## src/rtl/ascii2hex.sv

```systemverilog
// ASCII-to-hex assembler: decodes hex-digit characters from a strobed byte stream
// and packs HEX_BIT_WIDTH digits (MSB first) into one word. Option: ASCII2HEX_LOWER_EN.
module ascii2hex #(
  parameter int HEX_BIT_WIDTH  = 2,
  parameter int TIMEOUT_CYCLES = 0
) (
  input  logic                         clk_i,
  input  logic                         rst_ni,
  input  logic                         ascii_den_i,
  input  logic [7:0]                   ascii_data_i,
  output logic                         hex_den_o,
  output logic [HEX_BIT_WIDTH*4-1:0]   hex_data_o,
  output logic                         hex_err_o,
  output logic                         busy_o
);

  localparam int W  = HEX_BIT_WIDTH * 4;
  localparam int CW = $clog2(HEX_BIT_WIDTH + 1);
  localparam int TW = (TIMEOUT_CYCLES > 0) ? $clog2(TIMEOUT_CYCLES + 1) : 1;

  typedef enum logic {IDLE, COLLECT} state_t;

  state_t          state, state_next;
  logic [1:0]      hist;
  logic [7:0]      data;
  logic [CW-1:0]   cnt, cnt_next;
  logic [W-1:0]    shift, shift_next, shift_in, word_next;
  logic [TW-1:0]   timer, timer_next;
  logic            den_next, err_next, busy_next;
  logic            rz, is_digit, is_sep, timeout;
  logic [3:0]      nibble;

  assign rz = (hist == 2'b01);

  always_ff @(posedge clk_i or negedge rst_ni) begin
    if (!rst_ni) begin
      hist       <= 2'b00;
      data       <= 8'h00;
      state      <= IDLE;
      cnt        <= '0;
      shift      <= '0;
      timer      <= '0;
      hex_den_o  <= 1'b0;
      hex_err_o  <= 1'b0;
      hex_data_o <= '0;
      busy_o     <= 1'b0;
    end else begin
      hist       <= {hist[0], ascii_den_i};
      data       <= ascii_data_i;
      state      <= state_next;
      cnt        <= cnt_next;
      shift      <= shift_next;
      timer      <= timer_next;
      hex_den_o  <= den_next;
      hex_err_o  <= err_next;
      hex_data_o <= word_next;
      busy_o     <= busy_next;
    end
  end

  always_comb begin
    is_digit = 1'b0;
    is_sep   = 1'b0;
    nibble   = 4'h0;
    if (data >= 8'h30 && data <= 8'h39) begin
      is_digit = 1'b1;
      nibble   = data[3:0];
    end else if (data >= 8'h41 && data <= 8'h46) begin
      is_digit = 1'b1;
      nibble   = data[3:0] + 4'd9;
`ifdef ASCII2HEX_LOWER_EN
    end else if (data >= 8'h61 && data <= 8'h66) begin
      is_digit = 1'b1;
      nibble   = data[3:0] + 4'd9;
`endif
    end else if (data == 8'h0D || data == 8'h0A || data == 8'h20) begin
      is_sep = 1'b1;
    end
  end

  // For a single-digit word the shift term vanishes and only the nibble remains.
  assign shift_in = (shift << 4) | W'(nibble);
  assign timeout  = (TIMEOUT_CYCLES != 0) && (timer == TW'(TIMEOUT_CYCLES));

  always_comb begin
    state_next = state;
    cnt_next   = cnt;
    shift_next = shift;
    word_next  = hex_data_o;
    den_next   = 1'b0;
    err_next   = 1'b0;
    timer_next = timer;

    if (rz || state == IDLE)
      timer_next = '0;
    else if (timer != '1)
      timer_next = timer + TW'(1);

    if (state == IDLE) begin
      if (rz) begin
        if (is_digit) begin
          if (HEX_BIT_WIDTH == 1) begin
            word_next = shift_in;
            den_next  = 1'b1;
          end else begin
            shift_next = shift_in;
            cnt_next   = CW'(1);
            state_next = COLLECT;
          end
        end else if (!is_sep) begin
          err_next = 1'b1;
        end
      end
    end else begin
      // rz is checked first so a character arriving on the timeout cycle wins.
      if (rz && is_digit) begin
        if (cnt == CW'(HEX_BIT_WIDTH - 1)) begin
          word_next  = shift_in;
          den_next   = 1'b1;
          cnt_next   = '0;
          shift_next = '0;
          state_next = IDLE;
        end else begin
          shift_next = shift_in;
          cnt_next   = cnt + CW'(1);
        end
      end else if (rz || timeout) begin
        err_next   = 1'b1;
        cnt_next   = '0;
        shift_next = '0;
        state_next = IDLE;
      end
    end

    busy_next = (state_next == COLLECT);
  end

endmodule

```

## config.mk

```make
export PLATFORM = sky130hd
export DESIGN_NAME = ascii2hex
export DESIGN_NICKNAME = d
export VERILOG_FILES = /design/src/rtl/ascii2hex.sv
export SDC_FILE = /design/constraint.sdc
export NUM_CORES = 1
export LEC_CHECK = 0
export ABC_AREA = 0
export ABC_CLOCK_PERIOD_IN_PS = 2400
export CAP_MARGIN = 20
export CORE_ASPECT_RATIO = 0.75
export CORE_UTILIZATION = 50
export CTS_CLUSTER_DIAMETER = 150
export DETAILED_ROUTE_END_ITERATION = 8
export MAX_ROUTING_LAYER = met4
export PLACE_DENSITY_LB_ADDON = 0.05
export SETUP_SLACK_MARGIN = 0.5
export SYNTH_ARGS = -nofsm -noshare
export SYNTH_HDL_FRONTEND = slang
export SYNTH_SLANG_ARGS = --single-unit
```

## constraint.sdc

```tcl
create_clock -name clk_i -period 2.4 [get_ports clk_i]
set_clock_uncertainty 0.05 [all_clocks]
set_input_delay 0.72 -clock clk_i [delete_from_list [all_inputs] [get_ports clk_i]]
set_output_delay 0.72 -clock clk_i [all_outputs]
set_load 0.02 [all_outputs]
```

==> flow_summary.toml, run 1 <==
[logic_synthesis]
synth_common_cells = "dfrtp_1, inv_1, mux2_2, o21ai_0"
syn-num-nets = 104
ys_ff_latch = 27
netlist_instances = 89
synth.largest_area_cell = "dfrtp_1"
synth_cell_types = 33
yosysWarnings = 0
synth_area_per_cell_um2 = 13.2
synth_area_mm2 = 0.00118
synth-async-reset-ratio = 1.00
post-synth-top-count-cell = "dfrtp_1"
yosysSeqAreaShare = 0.573
synth_flop_cell = "dfrtp_1"
synth_area_leaders = "dfrtp_1, mux2_2, ha_1"
synth_edf_count = 0
synth.top_cell.area_share = 0.573

[clock_network]
cts_tree = "built"
cts_buffer_depth = 2
clockRootBuffer = "clkbuf_4"
cts_inserted_buffers = 3
clock_latency_ns = 0.32
cts_num_sinks = 27
hold_buffers = 0
cts.clk_slew.worst_paths_ns = 0.14
htreeDepth = 1

[final_layout]
regArea_um2 = 678
multi_input_area_um2 = 537
final_cell_area_mm2 = 0.00163
syn_to_final_growth_pct = 38.2
n_fill_cell = 136
num-nets-final = 141
post_route_cells_drive_above_1_share = 0.312
num_antenna_cells = 0

[power]
p_sw_uw = 201
vdd_drop_max_mv = 0.336
internal_power_uw = 609
p_comb_frac = 0.139
p_clk_frac = 0.233
finalPower_uw = 810
power_frac_seq = 0.628
netSwitchingFraction = 0.248
leakage_nw = 0.792
p_per_area_mw_per_mm2 = 497

[timing]
min_period_over_period = 0.850
tightest_slew_ns = 0.484
setup_viol = 0
max_freq_mhz = 490
drv_slew = 0
min_period_ns = 2.04
layout_setup_ws_ns = 0.360
rsz0062_at_grt = "yes"
fin_tns_setup_ns = 0
hold_violations = 0
relSlewSlack = 0.677

[drt]
drc_errors = 2
wirelength_um = 2440
avgViaCountPerCell = 5.54
wire_per_inst_um = 15.6
routed-via-count = 869
antenna_left = 0
drtIter0Drc = 18
first_pass_iters = 6

[worst_hold_path]
hp-class = "reg -> reg"

[global_routing]
grt_pass1_wl_um = 3920
grtUsageTotal = 0.220
grt_max_degree = 28
grt_pass1_vias = 810
overflow = 0
antenna_found_initial = 0

[critical_path]
cpPeakStageDelay_ns = 0.47
worstPathRequired_ns = 2.58
worst_setup_path_start_kind = "flip-flop"
crit_type = "reg -> reg"
critPathSlowestCell = "dfrtp_2"
path_cells = "ha_4, or3b_4, and3_4, o21ai_4, buf_12, mux2_4"
crit_arrival_ns = 2.22
crit_fanout = 6
worstSetupEndpointType = "flip-flop"
r2r_slack_ns = 0.36

[floorplan]
die_width_um = 58.1
row_count = 14
io_pins = 22
coreArea_mm2 = 0.00212
die_area_mm2 = 0.00256
die_h_um = 44.0
start_util = 0.556

[outcome]
outcome = "finished, violations left"
failed_checks = "DRC"

[place]
placed_area_mm2 = 0.00144
place_ws_ns = 0.0840
gp_congestion = 0.889
io_buffers = 21
dp_hpwl_um = 1550

[run]
maxCapViolCount = 0
-- path summary, 6_finish.rpt --
path	from	endpoint	cells past startpoint
setup / recovery	data[0]	hex_data_o[0]	6
hold / removal	hist[0]	hist[1]	0
setup reg to reg	data[0]	hex_data_o[0]	6
hold reg to reg	hist[0]	hist[1]	0
max in group asynchronous	rst_ni	data[0]	2
min in group asynchronous	rst_ni	hex_data_o[5]	2
-- power groups by stage --
| stage | logic [mW] | registers [mW] | clock network, mW |
|---|---|---|---|
| floorplan | 0.0474 | 0.513 | 0 |
| global placement | 0.0843 | 0.516 | 0 |
| detailed placement | 0.0881 | 0.517 | 0 |
| CTS | 0.103 | 0.507 | 0.196 |
| global route | 0.122 | 0.512 | 0.216 |
| finish | 0.113 | 0.509 | 0.189 |
-- sequential cells by signal, summed over array words and instances, names as in the netlist --
| name | count |
|---|---|
| cnt | 2 |
| data | 8 |
| hex_data_o | 8 |
| hex_den_o | 1 |
| hex_err_o | 1 |
| hist | 2 |
| shift | 4 |
| state | 1 |
-- repair_timing --
action                                  CTS  global route
buffers inserted                         11             1
endpoints found under the hold margin     0             0
resized for setup                        24             6
pin swaps                                 3             3
endpoints found under the setup margin   27            14
-- worst max-delay path, delay by kind of cell, from the launching register on --
family / cells / cell delay, ns
compound gates: 1 / 0.18
fa+ha+maj: 1 / 0.19
buf+inv: 1 / 0.15
flops: 1 / 0.47
mux: 1 / 0.29
simple gates: 2 / 0.62
-- routing by layer --
layer | routed length, um | vias up | part of all wire | GRT usage
met4 | 34 | 0 | 0.014 | 0.0476
met5 | 0 | - | 0 | -
met1 | 1040 | 439 | 0.43 | 0.267
met3 | 127 | 4 | 0.052 | 0.0643
met2 | 1240 | 31 | 0.51 | 0.370
li1 | - | 395 | - | -
-- metrics by stage --
stage	hold WS (ns)	std cells	utilization
after floorplan	0.318	89	-
after global placement	0.334	141	0.678
after detailed placement	0.341	141	0.678
after CTS	0.373	156	0.753
after global routing	0.395	157	0.769
final	0.372	157	0.769
-- cells in the final DEF, fill, tap and decap left out, types with 2 or more instances in the layout --
cell,n
buf_4,9
buf_6,3
clkbuf_4,3
clkdlybuf4s50_1,10
dfrtp_1,25
dfrtp_2,2
dlygate4sd2_1,11
ha_1,2
ha_4,2
inv_1,6
inv_2,2
mux2_4,5
mux2i_1,4
nand2b_1,2
nor2_1,3
o21ai_0,4
o2bb2ai_2,3
-- final cells by class --
cell class	count	share of cell area
Sequential cell	27	0.416
Multi-Input combinational cell	52	0.329
Tap cell	32	0.0246
Timing Repair Buffer	34	0.195
Clock buffer	4	0.0161
Inverter	8	0.0184
-- kinds of logic after synthesis --
logic type,Yosys count,synth area share
compound gates,22,0.155
fa+ha+maj,4,0.0425
buf+inv,10,0.0446
flops,27,0.573
mux,10,0.0913
simple gates,16,0.0934
Power figures use the tool's default switching activity.
==> run 2: changes to the inputs <==
Settings changed: CORE_UTILIZATION 50 to 30.
==> run 2 against run 1 <==
Compared with the run above:
- critical path depth increased by 1
- via count is 1.6% lower
- clock power is 35% higher
- the flow now finishes without violations
- wire length shrank 5.4%
- largest power group unchanged
- sequential share of layout area decreased by 1.6 points
==> flow_summary.toml, run 2 (same netlist as run 1, synthesis figures left out) <==
[outcome]
outcome = "finished clean"

[floorplan]
die_area_mm2 = 0.00419
die_width_um = 74.4
die_h_um = 56.3
row_count = 19
io_pins = 22
start_util = 0.318
coreArea_mm2 = 0.00371

[clock_network]
cts.clk_slew.worst_paths_ns = 0.09
cts_tree = "built"
htreeDepth = 1
clock_latency_ns = 0.27
hold_buffers = 0
clockRootBuffer = "clkbuf_8"
cts_inserted_buffers = 3
cts_buffer_depth = 2
cts_num_sinks = 27

[drt]
first_pass_iters = 4
avgViaCountPerCell = 4.70
routed-via-count = 855
wire_per_inst_um = 12.7
drc_errors = 0
wirelength_um = 2310
drtIter0Drc = 47
antenna_left = 0

[critical_path]
worstSetupEndpointType = "flip-flop"
reg2reg_to = "hex_data_o[5]"
cpPeakStageDelay_ns = 0.45
r2r_slack_ns = 0.44
rr_startpoint = "data[0]"
crit_type = "reg -> reg"
critPathSlowestCell = "dfrtp_2"
crit_fanout = 8
worstPathRequired_ns = 2.52
worst_setup_path_start_kind = "flip-flop"
crit_arrival_ns = 2.07
path_cells = "inv_2, ha_4, or3b_1, and3_4, o21ai_4, buf_12, mux2_4"
worst_r2r_path_depth = 7

[global_routing]
grtUsageTotal = 0.134
grt_max_degree = 28
grt_pass1_wl_um = 3960
antenna_found_initial = 0
overflow = 0
grt_pass1_vias = 854

[final_layout]
post_route_cells_drive_above_1_share = 0.308
final_cell_area_mm2 = 0.00169
num_antenna_cells = 0
layout_commonest_cell = "dfrtp_1"
final_cell_mix = "dfrtp_1, buf_4, clkdlybuf4s50_1, dlygate4sd2_1, inv_1"
num-nets-final = 146
largestRegisters = "data (8), hex_data_o (8), shift (4)"
syn_to_final_growth_pct = 43.7

[timing]
min_period_ns = 1.96
setup_viol = 0
rsz0062_at_grt = "yes"
max_freq_mhz = 511
holdWs_ns = 0.348
fin_tns_setup_ns = 0
tightest_slew_ns = 0.481
min_period_over_period = 0.815
relSlewSlack = 0.675
layout_setup_ws_ns = 0.444
hold_violations = 0
drv_slew = 0

[worst_hold_path]
hp-class = "reg -> reg"
hold_depth = 0
hold_end = "hist[1]"
min_from = "hist[0]"

[power]
vdd_drop_max_mv = 0.341
finalPower_uw = 867
leakage_nw = 0.817
p_per_area_mw_per_mm2 = 512

[place]
io_buffers = 21
place_ws_ns = 0.118
gp_congestion = 0.748
placed_area_mm2 = 0.00147
dp_hpwl_um = 1470

[run]
maxCapViolCount = 0
-- run 2: worst max path at each step --
stage,from,endpoint,depth (start not counted)
floorplan,data[0],hex_data_o[0],7
global placement,data[0],hex_data_o[6],6
finish,data[0],hex_data_o[5],7
global route,data[0],hex_data_o[0],7
CTS,data[0],hex_data_o[5],7
detailed placement,data[0],hex_data_o[0],6
-- run 2: what timing repair did --
action,in CTS,in global routing
endpoints found under the setup margin,26,16
resized for setup,24,5
pin swaps,7,2
setup buffers,15,1
cloned,0,0
-- run 2: cell type report --
type / instances / area (um^2)
well taps: 52 / 65.1
repair buffers: 39 / 360
multi-input cells: 52 / 515
fillers: 359 / 2010
inverters: 8 / 30.0
flip-flops and latches: 27 / 678
clock buffers: 4 / 45.0
-- run 2: layer usage --
metal / global-route usage / vias to the layer above / part of all wire
li1: - / 409 / -
met1: 0.177 / 418 / 0.46
met2: 0.189 / 24 / 0.46
met3: 0.0431 / 4 / 0.062
met4: 0.0566 / 0 / 0.018
met5: - / - / 0
-- run 2: stage by stage --
stage / utilization / std cells
floorplan: - / 89
global placement: 0.396 / 162
detailed placement: 0.396 / 162
CTS: 0.451 / 181
global route: 0.457 / 182
finish: 0.457 / 182
-- run 2: critical path: cells and delay by family, from the launching register on --
family | cells | cell delay (ns)
buffers and inverters | 2 | 0.23
flip-flops | 1 | 0.45
AND/OR/NAND/NOR | 2 | 0.56
multiplexers | 1 | 0.29
adder cells (fa/ha/maj) | 1 | 0.12
AO/OA/AOI/OAI | 1 | 0.14
-- run 2: power breakdown --
part           switching [mW]  leakage (nW)  total (mW)  internal, mW
Combinational          0.0472         0.448       0.104        0.0572
Sequential             0.0249         0.347       0.508         0.483
Clock                   0.136        0.0228       0.255         0.119
Total                   0.208         0.817       0.867         0.660
==> run 3: changes to the inputs <==
Settings changed: ABC_CLOCK_PERIOD_IN_PS 2400 to 1950.
Clock period 2.4 ns to 1.95 ns, I/O delays scaled along.
==> run 3 against run 2 <==
Compared with the run above:
- setup slack lost 0.40 ns
- combinational power grew 45%
- first-iteration DRC count shrank 57%
- hold slack gained 0.0029 ns
- clock power grew 24%
- die area is the same
- sequential share of layout area shrank 2.1 points
- critical path type unchanged
- critical endpoint is now hex_data_o[4]
- largest cell class unchanged
- largest power group unchanged
==> flow_summary.toml, run 3 (same netlist as run 1, synthesis figures left out) <==
[global_routing]
antenna_found_initial = 0
overflow = 0
grtUsageTotal = 0.135
grt_pass1_wl_um = 4100
grt_max_degree = 28
grt_pass1_vias = 854

[run]
maxCapViolCount = 0

[clock_network]
htreeDepth = 1
clock_latency_ns = 0.27
clockRootBuffer = "clkbuf_8"
cts_inserted_buffers = 3
cts.clk_slew.worst_paths_ns = 0.09
cts_num_sinks = 27
hold_buffers = 0
cts_tree = "built"
cts_buffer_depth = 2

[final_layout]
syn_to_final_growth_pct = 51.1
num-nets-final = 151
n_fill_cell = 349
layout_commonest_cell = "dfrtp_1"
final_cell_area_mm2 = 0.00178
num_antenna_cells = 0
final_cell_mix = "dfrtp_1, buf_4, buf_6"
largestRegisters = "data (8), hex_data_o (8), shift (4)"
post_route_cells_drive_above_1_share = 0.437
layout.cells.non_filler = 187

[place]
place_ws_ns = -0.101
dp_hpwl_um = 1650
dp.cells = 173
gp_congestion = 0.855
io_buffers = 21
placed_area_mm2 = 0.00155

[drt]
first_pass_iters = 4
routed-via-count = 859
antenna_left = 0
avgViaCountPerCell = 4.59
drc_errors = 0
drtIter0Drc = 20
wire_per_inst_um = 13.1
wirelength_um = 2440

[timing]
max_freq_mhz = 526
relSlewSlack = 0.658
hold_violations = 0
tightest_slew_ns = 0.511
layout_setup_ws_ns = 0.0485
min_period_ns = 1.90
setup_viol = 0
drv_slew = 0
min_period_over_period = 0.975
rsz0062_at_grt = "yes"

[floorplan]
row_count = 19
die_width_um = 74.4
die_area_mm2 = 0.00419
start_util = 0.318
io_pins = 22
die_h_um = 56.3
coreArea_mm2 = 0.00371

[critical_path]
critPathSlowestCell = "dfrtp_1"
path_cells = "inv_2, ha_4, or3b_1, and3_4, o21ai_4, buf_12, mux2_4"
crit_fanout = 7
cpPeakStageDelay_ns = 0.42
crit_arrival_ns = 2.01
critPathBufInv = 2
crit_type = "reg -> reg"
worstPathRequired_ns = 2.06
crit_family = "simple AND/OR/NAND/NOR gates"
worstSetupEndpointType = "flip-flop"
worst_setup_path_start_kind = "flip-flop"

[worst_hold_path]
hp-class = "reg -> reg"

[outcome]
outcome = "finished clean"

[power]
vdd_drop_max_mv = 0.359
p_per_area_mw_per_mm2 = 610
leakage_nw = 0.831
## run 3: area by class of cell
type / instances / area (um^2) / area share
clock buffers: 4 / 45.0 / 0.0253
inverters: 8 / 30.0 / 0.0169
multi-input cells: 52 / 541 / 0.304
flip-flops and latches: 27 / 676 / 0.379
well taps: 52 / 65.1 / 0.0365
repair buffers: 44 / 424 / 0.238
## run 3: per-stage QoR
step	TNS [ns]	total power [mW]	utilization	hold WS (ns)
global route	-0.00657	1.15	0.480	0.382
global placement	-0.651	0.755	0.419	0.328
finish	0	1.09	0.480	0.350
floorplan	-0.761	0.690	-	0.239
detailed placement	-1.16	0.757	0.419	0.332
CTS	0	1.08	0.450	0.353
## run 3: path summary, 6_finish.rpt
kind | slack [ns] | end | cells past startpoint | startpoint
worst max-delay path | 0.05 | hex_data_o[4] | 7 | data[0]
worst min-delay path | 0.35 | hist[1] | 0 | hist[0]
worst max register to register | 0.05 | hex_data_o[4] | 7 | data[0]
worst min register to register | 0.35 | hist[1] | 0 | hist[0]
max in group asynchronous | 0.96 | hist[1] | 2 | rst_ni
min in group asynchronous | 0.63 | data[2] | 2 | rst_ni
## run 3: where the power goes
group,internal (mW),total (mW),switching (mW)
combinational,0.0813,0.151,0.0693
clock,0.146,0.316,0.170
sequential,0.595,0.620,0.0255
total,0.822,1.09,0.265
## run 3: worst reg2reg max path: stages (launching register included)
cell and delay (ns):
dfrtp_1 0.42, inv_2 0.09, ha_4 0.12, or3b_1 0.35
and3_4 0.19, o21ai_4 0.14, buf_12 0.15, mux2_4 0.30
## run 3: per-layer routing
| layer | vias to the layer above | part of all wire | global-route usage |
|---|---|---|---|
| li1 | 415 | - | - |
| met2 | 26 | 0.45 | 0.196 |
| met5 | - | 0 | - |
| met4 | 0 | 0.013 | 0.0404 |
| met1 | 414 | 0.49 | 0.183 |
| met3 | 4 | 0.050 | 0.0395 |
## run 3: timing repair
action	4_1_cts	5_1_grt
resized for setup	64	22
pin swaps	5	12
setup endpoints to repair	28	28
buffers inserted	6	4
